**src/rtl/axis_backpressure_sink.sv**
```systemverilog
`default_nettype none
// ---------------------------------------------------------------------------
// axis_backpressure_sink: AXI4-Stream sink with programmable back-pressure,
// saturating traffic statistics and a sticky payload-stability checker. Rev 1.0
// ---------------------------------------------------------------------------
module axis_backpressure_sink #(
  parameter int          T_DATA_WIDTH = 64,
  parameter int          T_USER_WIDTH = 4,
  parameter int          CNT_WIDTH    = 32,
  parameter logic [31:0] LFSR_SEED    = 32'hACE12468
) (
  input  logic                      aclk,
  input  logic                      areset_n,
  input  logic [1:0]                cfg_mode,
  input  logic [15:0]               cfg_gap,
  input  logic [15:0]               cfg_rand_min,
  input  logic [15:0]               cfg_rand_max,
  input  logic [7:0]                cfg_stall_pct,
  input  logic                      s_tvalid,
  output logic                      s_tready,
  input  logic [T_DATA_WIDTH-1:0]   s_tdata,
  input  logic [T_DATA_WIDTH/8-1:0] s_tstrb,
  input  logic                      s_tlast,
  input  logic [T_USER_WIDTH-1:0]   s_tuser,
  input  logic                      stat_clear,
  output logic [CNT_WIDTH-1:0]      stat_beats,
  output logic [CNT_WIDTH-1:0]      stat_packets,
  output logic [CNT_WIDTH-1:0]      stat_stall_cycles,
  output logic                      err_stable,
  input  logic                      err_clear
);

  localparam int          STRB_WIDTH    = T_DATA_WIDTH / 8;
  localparam int          PAYLOAD_WIDTH = T_DATA_WIDTH + STRB_WIDTH + 1 + T_USER_WIDTH;
  localparam logic [31:0] LFSR_POLY     = 32'h80200003;
  localparam logic [1:0]  MODE_ALWAYS   = 2'd0;
  localparam logic [1:0]  MODE_STATIC   = 2'd1;
  localparam logic [1:0]  MODE_STALL    = 2'd3;

  typedef enum logic [1:0] {
    READY = 2'd0,
    GAP   = 2'd1,
    STALL = 2'd2
  } state_t;

  state_t      state, state_next;
  logic [15:0] cnt, cnt_next;
  logic        ready;
  logic [31:0] lfsr;
  logic        hs, last_hs;

  logic [16:0] span;
  logic [31:0] prod;
  logic [15:0] rand_off, rand_gap, gap_len;

  assign s_tready = ready;
  assign hs       = s_tvalid & ready;
  assign last_hs  = hs & s_tlast;

  always_ff @(posedge aclk) begin
    if (!areset_n) begin
      lfsr <= LFSR_SEED;
    end else begin
      lfsr <= (lfsr >> 1) ^ (lfsr[0] ? LFSR_POLY : 32'd0);
    end
  end

  // Scale the low LFSR half into [0, span) with a fixed-point multiply.
  always_comb begin
    span     = {1'b0, cfg_rand_max} - {1'b0, cfg_rand_min} + 17'd1;
    prod     = {16'd0, lfsr[15:0]} * {15'd0, span};
    rand_off = 16'(prod >> 16);
    if (cfg_rand_max <= cfg_rand_min) begin
      rand_gap = cfg_rand_min;
    end else begin
      rand_gap = cfg_rand_min + rand_off;
    end
    case (cfg_mode)
      MODE_ALWAYS: gap_len = 16'd0;
      MODE_STATIC: gap_len = cfg_gap;
      default:     gap_len = rand_gap;
    endcase
  end

  always_comb begin
    state_next = state;
    cnt_next   = cnt;
    case (state)
      READY: begin
        if (last_hs) begin
          if (gap_len != 16'd0) begin
            state_next = GAP;
            cnt_next   = gap_len - 16'd1;
          end
        end else if ((cfg_mode == MODE_STALL) && s_tvalid &&
                     (lfsr[23:16] < cfg_stall_pct)) begin
          state_next = STALL;
        end
      end
      GAP: begin
        if (cnt == 16'd0) begin
          state_next = READY;
        end else begin
          cnt_next = cnt - 16'd1;
        end
      end
      STALL:   state_next = READY;
      default: state_next = READY;
    endcase
  end

  // Reset parks the FSM in an expired gap so ready rises on the first active edge.
  always_ff @(posedge aclk) begin
    if (!areset_n) begin
      state <= GAP;
      cnt   <= 16'd0;
      ready <= 1'b0;
    end else begin
      state <= state_next;
      cnt   <= cnt_next;
      ready <= (state_next == READY);
    end
  end

  function automatic logic [CNT_WIDTH-1:0] sat_inc(input logic [CNT_WIDTH-1:0] v,
                                                   input logic                 en);
    return (en && (v != '1)) ? v + CNT_WIDTH'(1) : v;
  endfunction

  always_ff @(posedge aclk) begin
    if (!areset_n || stat_clear) begin
      stat_beats        <= '0;
      stat_packets      <= '0;
      stat_stall_cycles <= '0;
    end else begin
      stat_beats        <= sat_inc(stat_beats, hs);
      stat_packets      <= sat_inc(stat_packets, last_hs);
      stat_stall_cycles <= sat_inc(stat_stall_cycles, s_tvalid & ~ready);
    end
  end

  logic [PAYLOAD_WIDTH-1:0] payload, payload_prev;
  logic                     stalled_prev, stable_err;

  assign payload    = {s_tdata, s_tstrb, s_tlast, s_tuser};
  assign stable_err = stalled_prev & (~s_tvalid | (payload != payload_prev));

  always_ff @(posedge aclk) begin
    if (!areset_n) begin
      stalled_prev <= 1'b0;
      payload_prev <= '0;
      err_stable   <= 1'b0;
    end else begin
      stalled_prev <= s_tvalid & ~ready;
      payload_prev <= payload;
      if (stable_err) begin
        err_stable <= 1'b1;
      end else if (err_clear) begin
        err_stable <= 1'b0;
      end
    end
  end

endmodule
`default_nettype wire

```
**config.mk**
```make
export PLATFORM = sky130hd
export DESIGN_NAME = axis_backpressure_sink
export DESIGN_NICKNAME = d
export VERILOG_FILES = /design/src/rtl/axis_backpressure_sink.sv
export SDC_FILE = /design/constraint.sdc
export NUM_CORES = 1
export LEC_CHECK = 0
export BUFFER_PORTS_ARGS = -buffer_cell sky130_fd_sc_hd__buf_2
export CAP_MARGIN = 40
export CORE_UTILIZATION = 30
export DETAILED_ROUTE_END_ITERATION = 6
export GPL_ROUTABILITY_DRIVEN = 0
export PLACE_DENSITY = 0.49
export SLEW_MARGIN = 20
export SYNTH_ARGS = -nofsm -noshare
export SYNTH_HDL_FRONTEND = slang
export SYNTH_SLANG_ARGS = --single-unit
```
**constraint.sdc**
```tcl
create_clock -name aclk -period 28.1 [get_ports aclk]
set_clock_uncertainty 0.1 [all_clocks]
set_input_delay 5.62 -clock aclk [delete_from_list [all_inputs] [get_ports aclk]]
set_output_delay 5.62 -clock aclk [all_outputs]
set_load 0.005 [all_outputs]
```
==> metrics, run 1 <==
Post-DP HPWL 46.8 mm; Worst R2R End cnt[2]; min cycle time layout 17020 ps; setup violators final 0; num rows 94; nets 3018; total number of vias 16400; Final Hold Vio Count 0; failing checks DRC; status complete, but fails checks; core area 66000 um2; Max clock buf depth 3; Unique masters post-synth 81; crit-path most repeated cell fa_1; initial DRC count 707; Layout area overhead 16.2%; cell area after synthesis 20100 um2; IO Pins 238; Async S/R FF share, synth 0%; Cell Area, Placed 22400 um2; postcts setup bufs 0; register area 4520 um2; layout cell share with drive strength beyond 1 13.6%; fmax 58.7 MHz; chip height 261 um; CTS tree done; worst endpoint required time 28460 ps; relative slew slack 44.2%; r2r setup slk 18590 ps; largest net degree at the start of global routing 69; initial antenna violation count 21; synth warn 0; IO Port Bufs 237; CP Capture Type register; area occupied by multi-input gates 14200 um2; max-cap violation count 0; fillers 6847; GRT Overall Usage 17.5%; clock buffer count from CTS 27; Reg clk slew, reported paths 60 ps; Arr. time, crit path 17380 ps; TritonRoute pass-1 iters 7; vias in the first global route 17400; initial core utilization 30.4%; clk_lat worst skew 560 ps; Seq/Total Area, Yosys 22.5%; total grt overflow 0; Worst setup SP type input pin; post-synthesis cell count 2293; Vias/cell 4.83; global-route wire length before repair 94.9 mm; number of H-tree levels 1; Post-CTS Hold Fix Bufs 0; CP bufs+invs 9; worst r2r src lfsr[7]; number of cells on the worst hold path 1; Design Area, Final 23300 um2; reg2reg path depth 34; WP depth 48; final wirelength 58.2 mm; CP delay by family, top adder cells; CP max-delay cell o31ai_4; full die area 68000 um2; # resized after CTS 0; top_reg_cell synth dfxtp_1; crit path kind input pin to register; Die Span X 261 um; TNS Setup 0 ps; worst slew pin tran 837 ps; Syn Area/Cell 8.76 um2; Syn Nets 2805; Post-synth EDFFs 0; Max Slew Vio Count 0; clock sink total 226; CTS root buf clkbuf_16; critical path's largest stage delay 610 ps; Worst Hold Path EP lfsr[23]; RSZ-0062 raised after global routing no; Antenna Nets Post-Route 0; crit-path max FO 21; fin crit share 60.6%; average wire per standard cell 17.2 um; Worst Hold Class register to register; register bit total from synthesis 226; DRC Markers 10; worst hold start lfsr[24]
==> layer usage <==
metal  track usage [%]  wire, um  vias to the layer above
met3              3.51      3270                      107
met5                 0       178                        -
met2              29.6     27500                      351
li1                  -         -                     7896
met1              22.9     26000                     8021
met4              4.22      1340                       28
==> registers in the layout, summed over array words and instances, names as in the netlist, 2 cells and up <==
name,cells
payload_prev,77
lfsr,32
stat_beats,32
stat_packets,32
stat_stall_cycles,32
cnt,16
state,2
==> placed cells by master (no fill, tap or decap), types with 13 or more instances in the layout <==
| master | instances |
|---|---|
| inv_1 | 287 |
| nand2_1 | 261 |
| buf_2 | 236 |
| dfxtp_1 | 226 |
| fa_1 | 215 |
| and2_1 | 191 |
| ha_1 | 157 |
| nor2_1 | 150 |
| xnor2_1 | 91 |
| xor2_1 | 81 |
| a21oi_1 | 73 |
| nand3_1 | 58 |
| o21ai_0 | 53 |
| nand4_1 | 47 |
| clkbuf_16 | 27 |
| or3_1 | 26 |
| nand2b_1 | 22 |
| and3_1 | 22 |
| a21o_1 | 20 |
| nor3_1 | 18 |
| nor4_1 | 17 |
| buf_4 | 15 |
| o22ai_1 | 13 |
==> cell families (layout without fill, tap and decap cells) <==
group	after synthesis	count (layout)	synth area share, %
and+or+nand+nor	852	852	21.3
adders and majority gates	372	372	31.2
buffers and inverters	367	597	6.93
AOI/OAI and AO/OA	288	288	9.72
DFF	226	226	22.5
xor gates and xnor gates	180	180	7.85
muxes	8	8	0.399
other	0	7	0
==> worst max-delay path by stage <==
stage                     from       to  slack (ps)
3_3_place_gp   cfg_rand_min[1]  cnt[15]       10320
5_1_grt        cfg_rand_min[1]   cnt[5]       10230
6_report       cfg_rand_min[1]   cnt[2]       11080
2_1_floorplan  cfg_rand_min[1]  cnt[15]       11940
3_5_place_dp   cfg_rand_min[1]   cnt[2]       10520
4_1_cts        cfg_rand_min[1]   cnt[2]       11070
==> worst reg2reg max path: cells and delay by family (launching register included) <==
kind / cells / cell delay [ps]
DFF: 1 / 860
adders and majority gates: 8 / 3520
and+or+nand+nor: 5 / 1280
AOI/OAI and AO/OA: 13 / 2940
xor gates and xnor gates: 1 / 90
buffers and inverters: 7 / 610
==> through the flow <==
| stage | util, % | std cells | worst slack, ps | hold WS (ps) |
|---|---|---|---|---|
| 2_1_floorplan | - | 2293 | 11940 | 286 |
| 3_3_place_gp | 33.7 | 3328 | 10320 | 302 |
| 3_5_place_dp | 33.9 | 3338 | 10520 | 296 |
| 4_1_cts | 35.3 | 3384 | 11070 | 313 |
| 5_1_grt | 35.3 | 3392 | 10230 | 341 |
| 6_report | 35.4 | 3394 | 11080 | 308 |
==> cells in the mapped netlist, types with 9 or more instances <==
library cell,n,area share (%)
a21o_1,20,0.75
inv_1,287,5.4
a21oi_1,73,1.8
nand4_1,47,1.5
and2_1,191,6.0
nor3_1,18,0.45
or3_1,26,0.81
o22ai_1,13,0.41
nand2_1,261,4.9
and3_1,22,0.69
xnor2_1,97,4.2
nand3_1,58,1.4
xor2_1,83,3.6
o21ai_1,10,0.25
nor2b_1,12,0.37
nor2_1,150,2.8
o211ai_1,10,0.37
o21a_1,11,0.41
nand2b_1,23,0.72
o2bb2ai_1,9,0.39
nor4_1,17,0.53
clkbuf_1,74,1.4
fa_1,215,21
o21ai_0,53,1.3
ha_1,157,9.8
dfxtp_1,226,23
o31ai_1,12,0.45
==> area by class of cell <==
cell class | instances | area share, %
diodes | 7 | 0.0751
clock buffers | 35 | 3.15
clock inverters | 11 | 0.708
inverters | 287 | 4.62
multi-input cells | 1700 | 61.0
flip-flops and latches | 226 | 19.4
well taps | 864 | 4.63
repair buffers | 264 | 6.43
Power of run 1 is left out: the tool's default activity adds up to more than one toggle a clock period on the data nets, which glitch-free logic cannot reach.
==> inputs of run 2 (changes only) <==
==> constraint.sdc (replaced) <==
create_clock -name aclk -period 16.4 [get_ports aclk]
set_clock_uncertainty 0.1 [all_clocks]
set_input_delay 3.28 -clock aclk [delete_from_list [all_inputs] [get_ports aclk]]
set_output_delay 3.28 -clock aclk [all_outputs]
set_load 0.005 [all_outputs]
==> run 2 against run 1 <==
  * The flow still finishes with violations (DRC)
  * Core utilization rose by 0.10 points
  * Sequential cell count did not move
  * Hold slack improved by 6.0 ps
  * First-iteration DRC count rose by 12%
  * Non-clock buffer count rose by 2
  * Critical path depth fell by 2
  * Sequential share of layout area fell by 0.056 points
  * Routed wire length rose by 0.10%
  * Global-route usage fell by 0.12 points
  * Critical path type unchanged
==> metrics, run 2 (synthesis gave the netlist of run 1 again) <==
CP Capture Type register (unchanged); initial core utilization 30.4% (unchanged); Die Span X 261 um (unchanged); full die area 68000 um2 (unchanged); r2r setup slk 7030 ps (was 18590 ps); global-route wire length before repair 93.7 mm (was 94.9 mm); # resized after CTS 0 (unchanged); worst slew pin tran 816 ps (was 837 ps); CTS root buf clkbuf_16 (unchanged); crit-path most repeated cell fa_1 (unchanged); Design Area, Final 23400 um2 (was 23300 um2); RSZ-0062 raised after global routing no (unchanged); GR Layer Usage met3 4.59% (was 3.51%); Worst setup SP type input pin (unchanged); max FFs per register 77 (unchanged); failing checks DRC (unchanged); clock buffer count from CTS 28 (was 27); TritonRoute pass-1 iters 7 (unchanged); setup violators final 0 (unchanged); GRT Overall Usage 17.4% (was 17.5%); Post-CTS Hold Fix Bufs 0 (unchanged); status complete, but fails checks (unchanged); fmax 68.8 MHz; grt peak-use layer met2 (unchanged); IO Pins 238 (unchanged); fin crit share 88.6%; DRC Markers 12 (was 10); Vias/cell 4.80 (was 4.83); Max Slew Vio Count 0 (unchanged); final wirelength 58.3 mm (was 58.2 mm); CP max-delay cell fa_1 (was o31ai_4); clock sink total 226 (unchanged); GRT met2 Usage 29.0% (was 29.6%); critical path's largest stage delay 550 ps (was 610 ps); CP startpoint cfg_rand_min[1] (unchanged); Worst Hold Class register to register (unchanged); number of H-tree levels 1 (unchanged); worst endpoint required time 16750 ps (was 28460 ps); chip height 261 um (unchanged); IO Port Bufs 237 (unchanged); crit-path max FO 16 (was 21); core area 66000 um2 (unchanged); postcts setup bufs 0 (unchanged); most frequent cells in the layout inv_1 (287), nand2_1 (261), buf_2 (236), dfxtp_1 (226), fa_1 (215) (unchanged); relative slew slack 45.5% (was 44.2%); CTS tree done (unchanged); Global Route met1 Usage 21.9% (was 22.9%); vias in the first global route 17100 (was 17400); average wire per standard cell 17.1 um (was 17.2 um); initial antenna violation count 28 (was 21); Max clock buf depth 3 (unchanged); Reg clk slew, reported paths 60 ps (about the same); Antenna Nets Post-Route 0 (unchanged); clk_lat worst skew 570 ps (was 560 ps); Worst R2R End cnt[15] (was cnt[2]); TNS Setup 0 ps (unchanged); total grt overflow 0 (unchanged); Cell Area, Placed 22400 um2 (about the same); nets 3021 (was 3018); Top reg by flops payload_prev (unchanged); layout cell share with drive strength beyond 1 13.9% (was 13.6%); min cycle time layout 14530 ps; Arr. time, crit path 14880 ps (was 17380 ps); max-cap violation count 0 (unchanged); commonest non-fill, non-tap cell in the layout inv_1 (unchanged); Post-DP HPWL 46.5 mm (was 46.8 mm); initial DRC count 792 (was 707); reg2reg path depth 30 (was 34); num rows 94 (unchanged); worst r2r src lfsr[7] (unchanged); largest net degree at the start of global routing 69 (unchanged); crit path capture cnt[15] (was cnt[2]); Final Hold Vio Count 0 (unchanged); total number of vias 16300 (was 16400); crit path kind input pin to register (unchanged); Layout area overhead 16.5% (was 16.2%)
-- run 2: layer usage --
metal	vias to the layer above	share of wire, %
met5	-	0.27
met1	7906	43
met2	398	47
met4	26	2.7
li1	7901	-
met3	106	7.2
-- run 2: worst min-delay path by stage --
stage             start  endpoint  slack [ps]  depth (start not counted)
2_1_floorplan  lfsr[24]  lfsr[23]         290                          1
3_3_place_gp   lfsr[24]  lfsr[23]         300                          1
3_5_place_dp   lfsr[28]  lfsr[27]         290                          1
4_1_cts        lfsr[24]  lfsr[23]         320                          1
5_1_grt        lfsr[24]  lfsr[23]         330                          1
6_report       lfsr[24]  lfsr[23]         310                          1
-- run 2: final cells by class --
class / instances / area (um2)
fillers: 6807 / 42600
well taps: 864 / 1080
diodes: 14 / 35.0
flip-flops and latches: 226 / 4520
clock inverters: 15 / 211
clock buffers: 32 / 736
repair buffers: 266 / 1500
inverters: 287 / 1080
multi-input cells: 1700 / 14200
-- run 2: critical path: cells and delay by family --
family | cells | cell delay [ps]
simple gates | 9 | 2490
fa+ha+maj | 11 | 4630
compound gates | 16 | 3470
buf+inv | 8 | 770
xor+xnor | 2 | 240
-- run 2: per-stage QoR --
step	setup slack [ps]	hold WS (ps)	utilization [%]	cells
after floorplan	2580	286	-	2293
after global placement	1420	295	33.7	3330
after detailed placement	1300	291	33.9	3339
after CTS	1850	320	35.3	3386
after global routing	998	331	35.4	3401
final	1870	314	35.5	3404
Power of run 2 is left out for the same reason.
